<file path="config.mk">
export PLATFORM = sky130hd
export DESIGN_NAME = rescale_job_sequencer
export DESIGN_NICKNAME = d
export VERILOG_FILES = /design/src/rtl/rescale_job_sequencer.sv
export SDC_FILE = /design/constraint.sdc
export NUM_CORES = 1
export LEC_CHECK = 0
export BUFFER_PORTS_ARGS = -buffer_cell sky130_fd_sc_hd__buf_2
export CORE_UTILIZATION = 54
export DETAILED_ROUTE_END_ITERATION = 16
export HOLD_SLACK_MARGIN = 0.03
export PLACE_DENSITY = 0.73
export SLEW_MARGIN = 10
export SYNTH_ARGS = -nofsm -noshare
export SYNTH_HDL_FRONTEND = slang
export SYNTH_SLANG_ARGS = --single-unit
</file>
<file path="constraint.sdc">
create_clock -name CLOCK -period 3.3 [get_ports CLOCK]
set_input_delay 0.33 -clock CLOCK [delete_from_list [all_inputs] [get_ports CLOCK]]
set_output_delay 0.33 -clock CLOCK [all_outputs]
set_load 0.02 [all_outputs]
</file>
<file path="src/rtl/rescale_job_sequencer.sv">
// rescale_job_sequencer
//   Job-level front end for the rescale engine. Requests (x, y) are queued
//   and tagged. Each request is popped and range-checked. Legal jobs are
//   launched on the engine with a one-cycle GO pulse and then watched for
//   DONE/ERROR under a watchdog. The engine is held in reset for two cycles
//   after a timeout or an abort. One status record is emitted for every job
//   that is popped.
// Ports
//   CLOCK, RESETN         : clock, async active-low reset
//   job_valid/job_ready   : request handshake, job_x/job_y = requested size
//   abort                 : cancel running job and flush the queue (level)
//   GO, X_IN, Y_IN        : engine start pulse and held size
//   DONE, ERROR           : engine completion / error
//   eng_rst_n             : engine reset (low for 2 cycles on recovery)
//   stat_valid/code/tag   : one-cycle status strobe
//                           code: 0 done, 1 error, 2 timeout/abort, 3 rejected
//   busy, q_count         : sequencer not idle, queued entries
module rescale_job_sequencer #(
  parameter int DEPTH   = 4,
  parameter int MAX_X   = 640,
  parameter int MAX_Y   = 480,
  parameter int TIMEOUT = 1048576
) (
  input  logic                     CLOCK,
  input  logic                     RESETN,
  input  logic                     job_valid,
  output logic                     job_ready,
  input  logic [9:0]               job_x,
  input  logic [9:0]               job_y,
  input  logic                     abort,
  output logic                     GO,
  output logic [9:0]               X_IN,
  output logic [9:0]               Y_IN,
  input  logic                     DONE,
  input  logic                     ERROR,
  output logic                     eng_rst_n,
  output logic                     stat_valid,
  output logic [1:0]               stat_code,
  output logic [1:0]               stat_tag,
  output logic                     busy,
  output logic [$clog2(DEPTH):0]   q_count
);

  localparam int AW  = $clog2(DEPTH);
  localparam int CW  = AW + 1;
  localparam int WDW = (TIMEOUT > 1) ? $clog2(TIMEOUT) : 1;
  localparam logic [WDW-1:0] WD_LAST = WDW'(TIMEOUT - 1);
  localparam logic [9:0]     MX      = 10'(MAX_X);
  localparam logic [9:0]     MY      = 10'(MAX_Y);

  localparam logic [1:0] C_DONE = 2'd0;
  localparam logic [1:0] C_ERR  = 2'd1;
  localparam logic [1:0] C_TO   = 2'd2;
  localparam logic [1:0] C_REJ  = 2'd3;

  typedef struct packed {
    logic [1:0] tag;
    logic [9:0] x;
    logic [9:0] y;
  } job_t;

  typedef enum logic [2:0] {
    S_IDLE, S_CHECK, S_LAUNCH, S_WAIT, S_RECOVER, S_REPORT
  } state_t;

  state_t          st, nxt;
  job_t            mem [DEPTH];
  logic [AW-1:0]   wp, rp;
  logic [CW-1:0]   count;
  logic [1:0]      tag_cnt, tag_q;
  logic [1:0]      code_q, code_nxt;
  logic [WDW-1:0]  wdog;
  logic            abt_q, rec_q, eng_rst_q;
  logic            push, pop, flush, code_ld, wd_clr, wd_inc, legal;

  assign job_ready  = (count < CW'(DEPTH)) && !abort;
  assign push       = job_valid && job_ready;
  assign legal      = (X_IN != '0) && (X_IN <= MX) && (Y_IN != '0) && (Y_IN <= MY);

  assign GO         = (st == S_LAUNCH);
  assign stat_valid = (st == S_REPORT);
  assign busy       = (st != S_IDLE);
  assign stat_code  = code_q;
  assign stat_tag   = tag_q;
  assign q_count    = count;
  assign eng_rst_n  = eng_rst_q;

  // next state / control
  always_comb begin
    nxt      = st;
    pop      = 1'b0;
    flush    = 1'b0;
    code_ld  = 1'b0;
    code_nxt = code_q;
    wd_clr   = 1'b0;
    wd_inc   = 1'b0;
    case (st)
      S_IDLE: begin
        // a live abort or one latched while a job was finishing
        if (abort || abt_q) flush = 1'b1;
        else if (count != '0) begin
          pop = 1'b1;
          nxt = S_CHECK;
        end
      end
      S_CHECK: begin
        if (legal) nxt = S_LAUNCH;
        else begin
          nxt      = S_REPORT;
          code_ld  = 1'b1;
          code_nxt = C_REJ;
        end
      end
      S_LAUNCH: begin
        wd_clr = 1'b1;
        nxt    = S_WAIT;
      end
      S_WAIT: begin
        if (abort) begin
          nxt      = S_RECOVER;
          flush    = 1'b1;
          code_ld  = 1'b1;
          code_nxt = C_TO;
        end else if (ERROR) begin
          nxt      = S_REPORT;
          code_ld  = 1'b1;
          code_nxt = C_ERR;
        end else if (DONE) begin
          nxt      = S_REPORT;
          code_ld  = 1'b1;
          code_nxt = C_DONE;
        end else if (wdog == WD_LAST) begin
          nxt      = S_RECOVER;
          code_ld  = 1'b1;
          code_nxt = C_TO;
        end else wd_inc = 1'b1;
      end
      S_RECOVER: if (rec_q) nxt = S_REPORT;
      S_REPORT:  nxt = S_IDLE;
      default:   nxt = S_IDLE;
    endcase
  end

  always_ff @(posedge CLOCK or negedge RESETN) begin
    if (!RESETN) st <= S_IDLE;
    else         st <= nxt;
  end

  // queue storage needs no reset: count gates every read
  always_ff @(posedge CLOCK) begin
    if (push) mem[wp] <= '{tag: tag_cnt, x: job_x, y: job_y};
  end

  always_ff @(posedge CLOCK or negedge RESETN) begin
    if (!RESETN) begin
      wp      <= '0;
      rp      <= '0;
      count   <= '0;
      tag_cnt <= '0;
    end else begin
      if (push) begin
        wp      <= wp + AW'(1);
        tag_cnt <= tag_cnt + 2'd1;
      end
      if (flush) begin
        // a push in the flush cycle (possible only with a latched abort)
        // survives as the sole entry
        rp    <= wp;
        count <= CW'(push);
      end else begin
        if (pop) rp <= rp + AW'(1);
        count <= count + CW'(push) - CW'(pop);
      end
    end
  end

  // job registers, watchdog, recovery, status
  always_ff @(posedge CLOCK or negedge RESETN) begin
    if (!RESETN) begin
      X_IN      <= '0;
      Y_IN      <= '0;
      tag_q     <= '0;
      code_q    <= '0;
      wdog      <= '0;
      abt_q     <= 1'b0;
      rec_q     <= 1'b0;
      eng_rst_q <= 1'b0;
    end else begin
      if (pop) begin
        X_IN  <= mem[rp].x;
        Y_IN  <= mem[rp].y;
        tag_q <= mem[rp].tag;
      end
      if (code_ld) code_q <= code_nxt;
      if (wd_clr)      wdog <= '0;
      else if (wd_inc) wdog <= wdog + WDW'(1);
      // IDLE always consumes a pending abort via the flush
      if (st == S_IDLE)                abt_q <= 1'b0;
      else if (abort && st != S_WAIT)  abt_q <= 1'b1;
      rec_q     <= (st == S_RECOVER) ? !rec_q : 1'b0;
      // registered on next state so it is low exactly in RECOVER cycles
      eng_rst_q <= (nxt != S_RECOVER);
    end
  end

endmodule
</file>
==> impl_metrics.py, run 1 <==
metrics = {
    "die": {
        "die_h_um": 110,
        "fp-row-count": 38,
        "ios": 58,
        "initial_core_util_pct": 56.5,
        "core_um2": 11100,
        "die_width_um": 110,
        "die-area_um2": 12000,
    },
    "logic_synthesis": {
        "ys_ff_latch": 147,
        "synth_edf_count": 88,
        "ys_async_sr_fraction_pct": 40.1,
        "syn_avg_cell_area_um2": 15.6,
        "synthCells": 401,
        "synth_fp_nets": 435,
        "syn_area_um2": 6250,
        "seq_area_frac_synth_pct": 65.9,
        "synth_cell_types": 60,
        "synth_ff_type": "edfxtp_1",
        "ys_warn_count": 0,
    },
    "setup_path": {
        "reg2reg_depth": 10,
        "cp-start-kind": "flop",
        "cp.required_ns": 2.97,
        "critPathKind": "flop to output pin",
        "cp_max_fo": 18,
        "cp-end-kind": "output pin",
        "critPathArrivalTime_ns": 2.28,
    },
    "global_route": {
        "grt_overflow": 0,
        "antenna_found_initial": 0,
        "grt_max_degree": 34,
        "grt_pass1_wl_um": 19100,
        "grtUsageTotal_pct": 22.2,
        "grt_pass1_vias": 3670,
    },
    "clock_network": {
        "clk_latency_ns": 0.42,
        "tritoncts": "yes",
        "post-cts-setup-buffer-count": 0,
        "cts_resized": 0,
        "hold_buffers": 1,
        "numCtsBuffers": 17,
        "cts_sinks": 147,
        "clkTransAtPathRegs_ns": 0.06,
        "clockBufferDepth": 2,
        "htree_levels": 4,
        "cts-root-buf": "clkbuf_16",
    },
    "final_layout": {
        "final_cell_mix": "edfxtp_1, dfrtp_1, buf_2",
        "nNetsFinal": 501,
        "area_growth_pct": 15.6,
        "n_fill_cell": 788,
        "seq_area_um2": 4120,
        "instances_no_fill": 620,
        "final_common_cell": "edfxtp_1",
        "drive_gt1_share_pct": 33.1,
        "multi_input_area_um2": 1990,
        "num_antenna_cells": 0,
    },
    "power": {
        "p_total_mw": 6.10,
        "power_density_nw_per_um2": 844,
        "leakagePower_nw": 2.75,
        "peakVddDrop_mv": 0.478,
    },
    "detailed_routing": {
        "first_iter_violations": 153,
        "drc": 0,
        "vias": 3665,
        "via_per_inst": 5.91,
        "drt-total-wl_um": 11700,
        "dr.pass1.iters": 4,
        "routedWlPerCell_um": 18.9,
        "antenna_left": 0,
    },
    "sta": {
        "rsz0062_at_grt": "false",
        "finClkSkew_ns": 0.00771,
        "period_share_pct": 79.0,
        "hold_violations": 0,
        "tightest_slew_ns": 0.669,
        "fmax_mhz": 384,
        "slew_violations": 0,
        "tns_ns": 0,
        "relSlewSlack_pct": 55.1,
        "fin_crit_ns": 2.61,
        "setup_viol": 0,
    },
    "placement": {
        "place.gp.congestion": 0.785,
        "portBuffers": 57,
        "dp_cells": 587,
        "hpwlAfterDp_um": 7190,
    },
    "run_status": {
        "status": "finished clean",
    },
    "flow_run": {
        "drv_cap": 0,
    },
    "min_path": {
        "hp-class": "primary input to flop",
        "hold_depth": 1,
    },
}
-- cell type report --
cell class	instances	area share [%]
Sequential cell	147	57.0
Multi-Input combinational cell	224	27.5
Clock inverter	11	1.09
Timing Repair Buffer	68	5.12
Inverter	9	0.467
Clock buffer	21	6.37
Tap cell	140	2.42
-- logic make-up (layout without fill, tap and decap cells) --
family / count (synthesis) / in the layout / synth area share (%)
flip-flops: 147 / 147 / 65.9
AND/OR/NAND/NOR: 100 / 100 / 9.50
AO/OA/AOI/OAI: 61 / 61 / 7.10
multiplexers: 47 / 47 / 12.4
buffers and inverters: 30 / 109 / 2.32
adder cells (fa/ha/maj): 8 / 8 / 1.72
XOR/XNOR: 8 / 8 / 1.12
-- stage by stage --
step / area, µm² / worst slack, ns / hold slack [ns] / util [%]
2_1_floorplan: 6250 / 0.557 / 0.0344 / -
3_3_place_gp: 6680 / 0.821 / 0.364 / 60.3
3_5_place_dp: 6680 / 0.717 / 0.357 / 60.3
4_1_cts: 7230 / 0.699 / 0.107 / 65.2
5_1_grt: 7230 / 0.540 / 0.113 / 65.2
6_report: 7230 / 0.694 / 0.124 / 65.2
-- cell usage after synthesis, drive strengths merged (2+ instances only) --
| master | n | area share, % |
|---|---|---|
| nor3 | 3 | 0.24 |
| nand2 | 19 | 1.1 |
| mux4 | 22 | 7.9 |
| edfxtp | 88 | 42 |
| xor2 | 2 | 0.28 |
| mux2i | 2 | 0.32 |
| dfrtp | 59 | 24 |
| or3 | 3 | 0.30 |
| a21oi | 18 | 1.6 |
| nand3 | 12 | 1.0 |
| clkbuf | 8 | 0.50 |
| and2 | 2 | 0.24 |
| inv | 8 | 0.48 |
| and4 | 2 | 0.30 |
| o21ai | 8 | 0.64 |
| mux2 | 23 | 4.1 |
| ha | 7 | 1.4 |
| a41o | 3 | 0.50 |
| buf | 13 | 1.3 |
| o311ai | 3 | 0.42 |
| nand4 | 7 | 0.80 |
| or2 | 2 | 0.20 |
| and3 | 9 | 0.92 |
| nor4 | 6 | 1.1 |
| xnor2 | 6 | 0.84 |
| o31ai | 14 | 1.7 |
| a31oi | 4 | 0.40 |
| or4 | 11 | 1.4 |
| nor2 | 17 | 1.0 |
| nand2b | 4 | 0.40 |
-- flip-flops by register name (all words and copies together) (netlist names) --
signal,count
stat_code,2
Y_IN,10
abt_q,1
rp,2
tag_cnt,2
rec_q,1
wp,2
X_IN,10
mem,88
eng_rst_n,1
q_count,3
wdog,20
st,3
stat_tag,2
-- worst max-delay path: stages (launching register included) --
cell	delay, ns
dfrtp_1	0.47
nand2b_1	0.17
nand2b_1	0.32
clkinv_1	0.55
buf_2	0.35
-- worst paths after layout --
check	start	end	slack [ns]
setup / recovery	st[0]	GO	0.69
hold / removal	job_x[0]	mem[1][10]	0.12
setup reg to reg	q_count[2]	q_count[2]	0.83
hold reg to reg	rec_q	rec_q	0.44
max in group asynchronous	RESETN	st[2]	2.15
min in group asynchronous	RESETN	Y_IN[1]	0.44
-- power by group --
part	switching, mW	internal [mW]	total, mW
Sequential	0.284	2.35	2.63
Combinational	0.971	0.762	1.73
Clock	0.737	1.00	1.74
Total	1.99	4.11	6.10
-- layer usage --
metal  vias up  wire length [µm]  part of all wire (%)  global-route usage, %
met3         9               462                   3.9                   5.10
met4         0               132                   1.1                   9.71
met1      1879              5470                    47                   31.2
met2        66              5680                    48                   33.5
li1       1711                 -                     -                      -
met5         -                 0                     0                      0
(Power assumes the default switching activity.)
==> run 2, diff against run 1 <==
- ABC_AREA: not set -> 1
- PLACE_DENSITY: 0.73 -> 0.72
- clock period: 3.3 -> 2.55 ns (I/O delays scaled with it)
==> run 2 against run 1 <==
Compared with the run above: cell count increased by 39%; hold slack lost 0.068 ns; the flow now finishes with violations (DRC); sequential power rose by 28%; register-to-register slack worse by 0.34 ns; wire length up 12%; global-route usage grew 0.96 points; largest power group unchanged; combinational power rose by 46%; highest routed layer unchanged.
==> impl_metrics.py, run 2 <==
metrics = {
    "die": {
        "initial_core_util_pct": 55.9,
        "core_um2": 11600,
        "die-area_um2": 12400,
        "ios": 58,
        "die_width_um": 111,
        "fp-row-count": 39,
        "die_h_um": 111,
    },
    "sta": {
        "finClkSkew_ns": 0.00557,
        "fin_crit_ns": 2.06,
        "relSlewSlack_pct": 70.7,
        "slew_violations": 0,
        "tns_ns": 0,
        "hold_violations": 0,
        "rsz0062_at_grt": "false",
        "period_share_pct": 80.7,
        "fmax_mhz": 486,
        "setup_viol": 0,
        "tightest_slew_ns": 0.439,
        "fin_hold_ws_ns": 0.0558,
    },
    "min_path": {
        "hp-class": "primary input to flop",
        "hold_start": "job_x[2]",
        "hold-path-endpoint": "mem[1][12]",
        "hold_depth": 1,
    },
    "logic_synthesis": {
        "seq_area_frac_synth_pct": 63.7,
        "synth_area_leader_cell": "edfxtp_1",
        "synth_edf_count": 88,
        "synth_fp_nets": 670,
        "synth.top_cells.by_count": "nor2_1, nand2_1, edfxtp_1, o21ai_0, dfrtp_1",
        "ys_async_sr_fraction_pct": 40.1,
        "yosys.cell_count.top_type": "nor2_1",
        "synth_ff_type": "edfxtp_1",
        "syn_avg_cell_area_um2": 10.2,
        "synthCells": 636,
        "synth_area_leaders": "edfxtp_1, dfrtp_1, nor2_1",
        "synth_cell_types": 35,
        "syn_area_um2": 6470,
        "synth_top_area_share_pct": 40.8,
        "ys_ff_latch": 147,
        "ys_warn_count": 0,
    },
    "detailed_routing": {
        "via_per_inst": 5.48,
        "vias": 4719,
        "drt-total-wl_um": 13100,
        "drc": 4,
        "first_iter_violations": 279,
        "routedWlPerCell_um": 15.3,
        "antenna_left": 0,
        "dr.pass1.iters": 11,
    },
    "power": {
        "internal_power_mw": 5.43,
        "pwr-share-seq_pct": 40.1,
        "peakVddDrop_mv": 0.936,
        "p_total_mw": 8.36,
        "combinationalPowerShare_pct": 30.1,
        "leakagePower_nw": 3.11,
        "power_density_nw_per_um2": 1110,
        "swShare_pct": 35.0,
        "p_switching_mw": 2.93,
        "p_clk_share_pct": 29.8,
    },
    "final_layout": {
        "largest_register": "mem",
        "final_cell_mix": "nor2_1, nand2_1, edfxtp_1",
        "drive_gt1_share_pct": 17.3,
        "area_growth_pct": 16.7,
        "design_area_um2": 7550,
        "nNetsFinal": 739,
        "reg_top3": "mem (88), wdog (20)",
        "n_fill_cell": 888,
        "largest_register_ffs": 88,
        "num_antenna_cells": 0,
        "final_common_cell": "nor2_1",
    },
    "placement": {
        "place.gp.congestion": 0.855,
        "portBuffers": 57,
        "placed_area_um2": 6940,
        "hpwlAfterDp_um": 8570,
    },
    "clock_network": {
        "cts_resized": 0,
        "cts_sinks": 147,
        "clockBufferDepth": 2,
        "numCtsBuffers": 17,
        "cts-root-buf": "clkbuf_16",
        "clkTransAtPathRegs_ns": 0.06,
        "tritoncts": "yes",
        "htree_levels": 4,
        "clk_latency_ns": 0.41,
    },
    "global_route": {
        "grt_overflow": 0,
        "grt_max_degree": 47,
        "grtUsageTotal_pct": 23.2,
        "antenna_found_initial": 0,
        "grt_pass1_wl_um": 21900,
        "grt_pass1_vias": 4683,
    },
    "setup_path": {
        "cp.required_ns": 2.84,
        "slowest_stage": "dfrtp_1",
        "cp_max_fo": 5,
        "reg2reg_depth": 11,
        "cp-start-kind": "flop",
        "path_common_cell": "inv_1",
        "critPathBufInv": 4,
        "critPathArrivalTime_ns": 2.35,
        "r2r_end": "q_count[1]",
        "critPathKind": "flop to flop",
        "regToRegSetupSlack_ns": 0.49,
        "path_cells": "nor2_1, nand2_1, inv_1, nand3_1, inv_1, ha_1, inv_1, ha_1, fa_1, inv_1, nor2_1",
        "worst_path_dominant_cell_family": "adder cells",
        "r2r_start": "st[1]",
        "cp-end-kind": "flop",
        "cpPeakStageDelay_ns": 0.42,
    },
    "run_status": {
        "status": "complete, but fails checks",
        "violations": "DRC",
    },
    "flow_run": {
        "drv_cap": 0,
    },
}
[run 2: area by class of cell]
| class | instances | area [µm²] | share of cell area (%) |
|---|---|---|---|
| flip-flops and latches | 147 | 4120 | 54.6 |
| multi-input cells | 409 | 2020 | 26.8 |
| clock buffers | 20 | 447 | 5.92 |
| repair buffers | 72 | 400 | 5.30 |
| inverters | 58 | 225 | 2.98 |
| well taps | 143 | 179 | 2.37 |
| clock inverters | 12 | 154 | 2.04 |
[run 2: metrics by stage]
step / utilization (%) / setup WS [ns] / cells
2_1_floorplan: - / -0.0191 / 636
3_3_place_gp: 60.0 / 0.591 / 828
3_5_place_dp: 60.0 / 0.489 / 828
4_1_cts: 65.3 / 0.487 / 861
5_1_grt: 65.3 / 0.346 / 861
6_report: 65.3 / 0.491 / 861
[run 2: worst max path at each step]
stage                    start          to  slack (ns)  cells after the start
floorplan           q_count[2]   mem[0][0]       -0.02                      3
global placement         st[1]  q_count[1]        0.59                     11
detailed placement       st[1]  q_count[1]        0.49                     11
CTS                      st[1]  q_count[1]        0.49                     11
global route           wdog[0]     wdog[7]        0.35                     11
finish                   st[1]  q_count[1]        0.49                     11
[run 2: routing by layer]
layer  global-route usage, %  up-vias  wire, µm
met2                    39.7      144      6590
met1                    26.7     2260      5430
met3                    7.40       28       806
met5                       0        -         0
li1                        -     2287         -
met4                    10.1        0       306
[run 2: logic make-up after synthesis]
group                      after synthesis  synth area share (%)
adders and majority gates                8                  1.66
DFF                                    147                  63.7
and+or+nand+nor                        280                  18.8
xor gates and xnor gates                 8                  1.08
AOI/OAI and AO/OA                      113                  9.55
buffers and inverters                   80                  5.20
[run 2: worst register-to-register path, cell delays in order (launching register included)]
cell and delay (ns):
dfrtp_1 0.42, nor2_1 0.18, nand2_1 0.12, inv_1 0.09, nand3_1 0.08, inv_1 0.10
ha_1 0.23, inv_1 0.06, ha_1 0.15, fa_1 0.41, inv_1 0.06, nor2_1 0.04
[run 2: repair_timing]
item,CTS,global route
hold buffers,1,0
buffers inserted,0,0
hold endpoints to repair,12,0
[run 2: power groups by stage]
stage / combinational, mW / clock [mW] / sequential [mW]
3_3_place_gp: 2.47 / 0 / 3.37
6_report: 2.52 / 2.49 / 3.36
3_5_place_dp: 2.52 / 0 / 3.39
4_1_cts: 2.55 / 2.52 / 3.36
2_1_floorplan: 1.52 / 0 / 3.58
5_1_grt: 2.85 / 2.63 / 3.42
